<file path="src/rtl/fpu_pkg.sv">
// Shared binary32 field positions and constants for the FP helper blocks.
package fpu_pkg;

  localparam int unsigned SIGN_BIT = 31;
  localparam int unsigned EXP_MSB  = 30;
  localparam int unsigned EXP_LSB  = 23;
  localparam int unsigned FRAC_MSB = 22;

  localparam logic [7:0] EXP_ZERO = 8'h00;
  localparam logic [7:0] EXP_MAX  = 8'hFF;

  // One buffered result: zero flag plus the operand that produced it.
  typedef struct packed {
    logic        zero;
    logic [31:0] op;
  } entry_t;

endpackage

</file>
<file path="src/rtl/fiszero_core.sv">
// Combinational binary32 zero test; FTZ selects whether subnormals count as zero.
module fiszero_core
  import fpu_pkg::*;
#(
  parameter bit FTZ = 1'b1
) (
  input  logic [31:0] op,
  output logic        zero
);

  logic [7:0] w_exp;
  logic       w_exp_zero;
  logic       w_frac_zero;
  logic       w_unused_sign;

  assign w_exp         = op[EXP_MSB:EXP_LSB];
  assign w_exp_zero    = (w_exp == EXP_ZERO) && (w_exp != EXP_MAX);
  assign w_frac_zero   = (op[FRAC_MSB:0] == '0);
  assign w_unused_sign = op[SIGN_BIT];

  always_comb begin
    zero = w_exp_zero & (FTZ ? 1'b1 : w_frac_zero);
  end

endmodule

</file>
<file path="src/rtl/fiszero.sv">
// Registered zero-test stage: output register plus one-entry skid, valid/ready on both sides.
module fiszero
  import fpu_pkg::*;
#(
  parameter bit FTZ = 1'b1
) (
  input  logic        clk,
  input  logic        rst,
  input  logic        in_valid,
  output logic        in_ready,
  input  logic [31:0] op,
  output logic        out_valid,
  input  logic        out_ready,
  output logic        result,
  output logic [31:0] op_out
);

  entry_t r_out;
  entry_t r_skid;
  logic   r_out_valid;
  logic   r_skid_valid;
  logic   r_in_ready;

  entry_t w_in;
  entry_t w_out_next;
  entry_t w_skid_next;
  logic   w_out_valid_next;
  logic   w_skid_valid_next;
  logic   w_zero;
  logic   w_accept;
  logic   w_pop;

  fiszero_core #(
    .FTZ (FTZ)
  ) u_core (
    .op   (op),
    .zero (w_zero)
  );

  assign w_in     = '{zero: w_zero, op: op};
  assign w_accept = in_valid && r_in_ready;
  assign w_pop    = r_out_valid && out_ready;

  // in_ready is only high while the skid is empty, so an accept never collides with a full skid.
  always_comb begin
    w_out_next        = r_out;
    w_skid_next       = r_skid;
    w_out_valid_next  = r_out_valid;
    w_skid_valid_next = r_skid_valid;
    if (w_pop || !r_out_valid) begin
      if (r_skid_valid) begin
        w_out_next        = r_skid;
        w_out_valid_next  = 1'b1;
        w_skid_valid_next = 1'b0;
      end else begin
        w_out_valid_next = w_accept;
        if (w_accept) begin
          w_out_next = w_in;
        end
      end
    end else if (w_accept) begin
      w_skid_next       = w_in;
      w_skid_valid_next = 1'b1;
    end
  end

  always_ff @(posedge clk or posedge rst) begin
    if (rst) begin
      r_out        <= '0;
      r_skid       <= '0;
      r_out_valid  <= 1'b0;
      r_skid_valid <= 1'b0;
      r_in_ready   <= 1'b0;
    end else begin
      r_out        <= w_out_next;
      r_skid       <= w_skid_next;
      r_out_valid  <= w_out_valid_next;
      r_skid_valid <= w_skid_valid_next;
      r_in_ready   <= ~w_skid_valid_next;
    end
  end

  assign in_ready  = r_in_ready;
  assign out_valid = r_out_valid;
  assign result    = r_out.zero;
  assign op_out    = r_out.op;

endmodule

</file>
<file path="config.mk">
export PLATFORM = sky130hd
export DESIGN_NAME = fiszero
export DESIGN_NICKNAME = d
export VERILOG_FILES = /design/src/rtl/fpu_pkg.sv /design/src/rtl/fiszero_core.sv /design/src/rtl/fiszero.sv
export SDC_FILE = /design/constraint.sdc
export NUM_CORES = 1
export LEC_CHECK = 0
export CAP_MARGIN = 20
export CORE_MARGIN = 2
export CORE_UTILIZATION = 50
export CTS_CLUSTER_DIAMETER = 80
export DETAILED_ROUTE_END_ITERATION = 10
export GPL_ROUTABILITY_DRIVEN = 1
export GPL_TIMING_DRIVEN = 0
export HOLD_SLACK_MARGIN = 0.1
export MAX_ROUTING_LAYER = met4
export PLACE_DENSITY = 0.85
export SYNTH_ARGS = -nofsm -noshare
export SYNTH_HDL_FRONTEND = slang
export SYNTH_SLANG_ARGS = --single-unit
</file>
<file path="constraint.sdc">
create_clock -name clk -period 2.4 [get_ports clk]
set_clock_uncertainty 0.1 [all_clocks]
set_input_delay 0.36 -clock clk [delete_from_list [all_inputs] [get_ports clk]]
set_output_delay 0.36 -clock clk [all_outputs]
set_load 0.05 [all_outputs]
</file>
# ---- Word-level counts from Yosys, hierarchy flattened
# Cells that the tools add are included.
dict set report word_totals {
  reg_bits 69
  latch_bits 0
  ramBits 0
  rom_bits 0
  in_bits 36
  output_inout_bits 35
  wordCells 24
  memories 0
}
dict set report classes {
  addsub 0
  mul 0
  div_mod_pow 0
  magnitude_cmp 0
  eq_ne 1
  shifts 0
  muxes 5
  n_bitwise 2
  reduce_logical 9
}
# operator count
set op_table {}
lappend op_table {{2-to-1 mux 33 bit} 2}
lappend op_table {{zero test 8 bit} 1}
lappend op_table {{!= test 8 bit, second input constant} 1}
lappend op_table {{AND reduction 2 bit} 2}
lappend op_table {{logical AND 1 bit} 3}
lappend op_table {{2-to-1 mux 1 bit} 3}
lappend op_table {{inverter 1 bit} 2}
lappend op_table {{nonzero test 2 bit} 1}
lappend op_table {{zero test 1 bit} 1}
lappend op_table {{logical OR 1 bit} 1}

# ---- Depth between registers and ports, before layout
dict set report logic_depth {
  ltp_word 4
  mapped_depth 5
  ltp_nobuf 3
}

# ---- Cells and area by module
# From an unflattened synthesis, not the netlist that was laid out.
dict set report hier_totals {
  cells_unflattened 190
  hier_area_um2 3153.0
}
# module n_inst cells_per_inst area_per_inst_um2 seq_area_each_um2
set by_module_without_submodules {}
lappend by_module_without_submodules {fiszero 1 187 3134.3 1726.7}
lappend by_module_without_submodules {fiszero_core 1 3 18.8 0.0}

# ---- Worst setup path before layout
# OpenSTA, ideal clock, no wires.
dict set report synth_path {
  path_kind {register to register}
  startpoint {reg r_in_ready, in the netlist in_ready}
  endpoint {reg r_out, in the netlist op_out[0]}
  setup_time_ns 0.125
  t_arrival_ns 1.542
  required_ns 2.175
  path_slack_ns 0.633
  path_stages_with_launch 5
  n_path_buf 1
  period_less_slack_ns 1.767
  cell_sequence {dfrtp_1 -> a21oi_4 -> a21oi_4 -> buf_6 -> mux2_2}
}
dict set report synth_between {
  elab_chain_len 3
}
# item line
set synth_lines {}
lappend synth_lines {{from (decl)} fiszero.sv:22} ;# logic r_in_ready;
lappend synth_lines {{from (signal assigned)} fiszero.sv:79} ;# r_in_ready <= ~w_skid_valid_next;
lappend synth_lines {{logical AND 1 bit} fiszero.sv:41} ;# assign w_accept = in_valid && r_in_ready;
lappend synth_lines {{nonzero test 2 bit (no source line)} --}
lappend synth_lines {{AND reduction 2 bit (no source line)} --}
lappend synth_lines {{to (signal assigned)} fiszero.sv:75} ;# r_out <= w_out_next;
lappend synth_lines {{to (decl)} fiszero.sv:18} ;# entry_t r_out;
# Every way passes these cells.
# A chain may end at the register's enable or synchronous reset.

# ---- Worst setup path in the final report
dict set report layout_path {
  startpoint {reg r_out_valid, in the netlist out_valid}
  endpoint {out out_valid}
}
# item line
set layout_lines {}
lappend layout_lines {{from (decl)} fiszero.sv:20} ;# logic r_out_valid;
lappend layout_lines {{from (signal assigned)} fiszero.sv:77} ;# r_out_valid <= w_out_valid_next;
lappend layout_lines {{to (decl)} fiszero.sv:12} ;# output logic out_valid,
# No word-level cell between the ends.

==> results_tabular.tex <==
\begin{tabular}{lr}
\hline
Metric & Value \\
\hline
\multicolumn{2}{l}{\textbf{Outcome}} \\
\quad Result of the run & completed \\
\multicolumn{2}{l}{\textbf{Worst setup path}} \\
\quad CP required & 1.94 ns \\
\quad Startpoint kind of the worst setup timing path & flip-flop \\
\quad Crit path largest cell delay & just under 0.9 ns \\
\quad Series of cell instances along the critical path & clkdlybuf4s50\_1 \\
\quad WP data arrival & around 1.7 ns \\
\quad Worst-path cell with the longest stage delay & sky130\_fd\_sc\_hd\_\_clkdlybuf4s50\_1 \\
\quad Type of the setup path with the least slack & flip-flop to output port \\
\quad Critical path peak fanout & 5 \\
\quad Crit end category & output port \\
\quad Worst Path Buf+Inv & 1 \\
\quad Cell family with most CP delay & buffers and inverters \\
\multicolumn{2}{l}{\textbf{Clock network}} \\
\quad Clock-pin slew of the registers on the worst-case setup and hold paths & 0.07 ns \\
\quad Resized Gates After CTS & 0 \\
\quad CTS sink cnt & just under 70 \\
\quad Clock buffer count from CTS & 9 \\
\quad H-tree depth & 3 \\
\quad Clock insertion delay at the later pin of the skew report & approximately 0.34 ns \\
\quad Cts hold-fix bufs & 0 \\
\quad Clock root buffer master & sky130\_fd\_sc\_hd\_\_clkbuf\_8 \\
\quad Number of buffers inserted by post-CTS setup repair & 0 \\
\quad Clock tree from TritonCTS & yes \\
\quad Maximum number of buffers from clock root to sink & 2 \\
\multicolumn{2}{l}{\textbf{Logic synthesis}} \\
\quad Post-synth top area share & a little under three fifths \\
\quad Post-synthesis instance area & between 0.003 and 0.004 mm² \\
\quad Net count of the mapped netlist & 230 \\
\quad Largest area contributor in the netlist & sky130\_fd\_sc\_hd\_\_dfrtp\_1 \\
\quad Count of yosys warnings during synthesis & 0 \\
\quad Seq/Total Area, Yosys & 56.40\% \\
\quad Number of distinct library cells after synthesis & 18 \\
\quad Cells taking the most area after synthesis & sky130\_fd\_sc\_hd\_\_dfrtp\_1 56\%, sky130\_fd\_sc\_hd\_\_mux2\_2 35\%, sky130\_fd\_sc\_hd\_\_buf\_6 3.3\%, sky130\_fd\_sc\_hd\_\_a21oi\_4 1.1\%, sky130\_fd\_sc\_hd\_\_nand4b\_4 0.78\% \\
\quad Flip-flop and latch count after synthesis & between 60 and 70 \\
\quad Gate count after technology mapping & a little under 200 \\
\quad Synth Area per Inst & about 16 µm² \\
\multicolumn{2}{l}{\textbf{Drt}} \\
\quad Number of violations reported at the end of detailed-routing iteration 0 & 64 \\
\quad First-pass iteration count of the detailed router & 4 \\
\quad Average wire per standard cell & approximately 16 µm \\
\quad Via total after detailed routing & 1,826 \\
\quad Final wirelength & roughly 5.6 mm \\
\quad Number of nets with antenna violations after routing & 0 \\
\quad Vias per inst & about 5.1 \\
\quad \# DRC & 0 \\
\multicolumn{2}{l}{\textbf{Global routing}} \\
\quad Largest net degree at the start of global routing & 70 \\
\quad Number of global-route vias before repair & $\sim$1,800 \\
\quad GRT overflow & 0 \\
\quad Global-route wire length before repair & approximately 9.1 mm \\
\quad Total global-route track usage & between 10\% and 20\% \\
\quad Antenna violations before repair & 0 \\
\multicolumn{2}{l}{\textbf{Timing}} \\
\quad Setup repair after global routing missed its margin & false \\
\quad Maximum achievable frequency & about 460 MHz \\
\quad Relative slew slack & $\sim$44\% \\
\quad Final Hold Vio Count & 0 \\
\quad Total Negative Setup Slacks & 0 ns \\
\quad Worst hold margin & between 0.3 and 0.4 ns \\
\quad Number of setup violations in the final report & 0 \\
\quad Number of pins exceeding their max-slew limit in the final report & 0 \\
\quad Worst-Margin Slew & 0.8454 ns \\
\quad Clock period minus worst slack & $\sim$2.2 ns \\
\quad Final period utilization & roughly 90\% \\
\multicolumn{2}{l}{\textbf{Finish}} \\
\quad Most common cell after layout, fill and taps aside & sky130\_fd\_sc\_hd\_\_mux2\_2 \\
\quad Number of antenna cells inserted & 0 \\
\quad Most used cells in the layout excluding fill and tap cells & 94 x sky130\_fd\_sc\_hd\_\_mux2\_2, 70 x sky130\_fd\_sc\_hd\_\_clkdlybuf4s50\_1, 69 x sky130\_fd\_sc\_hd\_\_dfrtp\_1 \\
\quad Area delta synth->final & 33.88\% \\
\quad Seq. cell area & $\sim$0.0017 mm² \\
\quad Fin util & between 60\% and 70\% \\
\quad Total area of multi-input combinational cells & $\sim$0.0012 mm² \\
\quad Count of nets after finishing & around 310 \\
\quad Fraction of layout instances using a drive strength above 1 & 44.29\% \\
\quad Finished Layout Cells & approximately 360 \\
\quad \# fillers & slightly above 400 \\
\multicolumn{2}{l}{\textbf{Die}} \\
\quad Die Width & 82.25 µm \\
\quad DIE HEIGHT & 82.25 µm \\
\quad Overall die area & between 0.006 and 0.007 mm² \\
\quad Initial standard-cell utilization of the core & 51.71\% \\
\quad Core Region & slightly below 0.006 mm² \\
\quad Number of standard-cell rows in the floorplan & 28 \\
\quad Number of primary I/O pins & slightly above 70 \\
\multicolumn{2}{l}{\textbf{Place}} \\
\quad Global placer's final weighted congestion & between 0.7 and 0.8 \\
\quad DP Wirelength & roughly 3.8 mm \\
\quad Port Buffers & 70 \\
\quad Dpl cells & about 340 \\
\multicolumn{2}{l}{\textbf{Power and ir drop}} \\
\quad Pleak & 1.709 nW \\
\quad Maximum resistive drop on vdd & $\sim$0.00074 V \\
\quad Cell Pwr Density & 1098 mW/mm² \\
\multicolumn{2}{l}{\textbf{Min path}} \\
\quad Type of the tightest min-delay check & flip-flop to flip-flop \\
\multicolumn{2}{l}{\textbf{Run}} \\
\quad Maximum capacitance violations & 0 \\
\hline
\end{tabular}
[area by class of cell]
| class | count | share of cell area, % |
|---|---|---|
| tap | 75 | 2.289 |
| multi-input combinational | 112 | 29.64 |
| clock inverter | 4 | 2.320 |
| inverter | 3 | 0.3358 |
| buffer | 10 | 2.656 |
| sequential | 69 | 42.12 |
| timing repair buffer | 70 | 17.09 |
| clock buffer | 12 | 3.541 |
[stage by stage]
stage	area, µm²	total power [mW]	setup slack [ns]
after floorplan	3062	2.832	0.2001
after CTS	4099	4.545	0.2305
after detailed placement	3859	3.397	0.2752
after global routing	4099	4.712	0.1881
final	4099	4.501	0.2491
after global placement	3856	3.351	-0.9680
[sequential cells by signal, indices dropped and copies added (netlist names)]
name and flops:
in_ready 1, op_out 32, out_valid 1, r_skid 33, r_skid_valid 1, result 1
[final timing paths]
check / start / end / slack [ns] / cells past startpoint
worst min register to register: r_skid[14]$_DFFE_PP0P_ / r_skid[14]$_DFFE_PP0P_ / 0.39 / 1
worst min-delay path: r_skid[14]$_DFFE_PP0P_ / r_skid[14]$_DFFE_PP0P_ / 0.39 / 1
min in group asynchronous: rst / r_skid[32]$_DFFE_PP0P_ / 0.44 / 2
max in group asynchronous: rst / op_out[10]$_DFFE_PP0P_ / 1.20 / 2
worst max-delay path: out_valid$_DFFE_PP0P_ / out_valid / 0.25 / 1
worst max register to register: in_ready$_DFF_PP0_ / op_out[24]$_DFFE_PP0P_ / 0.80 / 4
[where the power goes]
group	switching [mW]	total, mW	leakage (nW)	internal, mW
Sequential	0.168	1.67	0.815	1.50
Combinational	0.956	1.69	0.774	0.734
Clock	0.423	1.14	0.121	0.718
[Yosys cell counts, drive strengths merged]
cell type / n
and3b: 1
nand2b: 1
nand2: 4
or2: 1
nand3: 1
buf: 10
a21oi: 2
mux2: 96
nand4b: 1
dfrtp: 69
a31oi: 1
nor4: 2
o311ai: 1
o21ai: 1
inv: 3
[metal layers]
layer	vias to the layer above	GRT usage, %	routed length (µm)
li1	864	-	-
met1	900	25.29	2657
met2	51	27.34	2540
met3	11	4.239	288
met4	0	9.500	108
met5	-	-	0
[cells by family (layout without fill, tap and decap cells)]
kind of cell	Yosys count	in the layout	synth area share (%)
AO/OA/AOI/OAI	5	5	1.716
buffers and inverters	13	99	3.923
flip-flops	69	69	56.40
multiplexers	96	96	35.43
AND/OR/NAND/NOR	11	11	2.534
(Power assumes the default switching activity.)
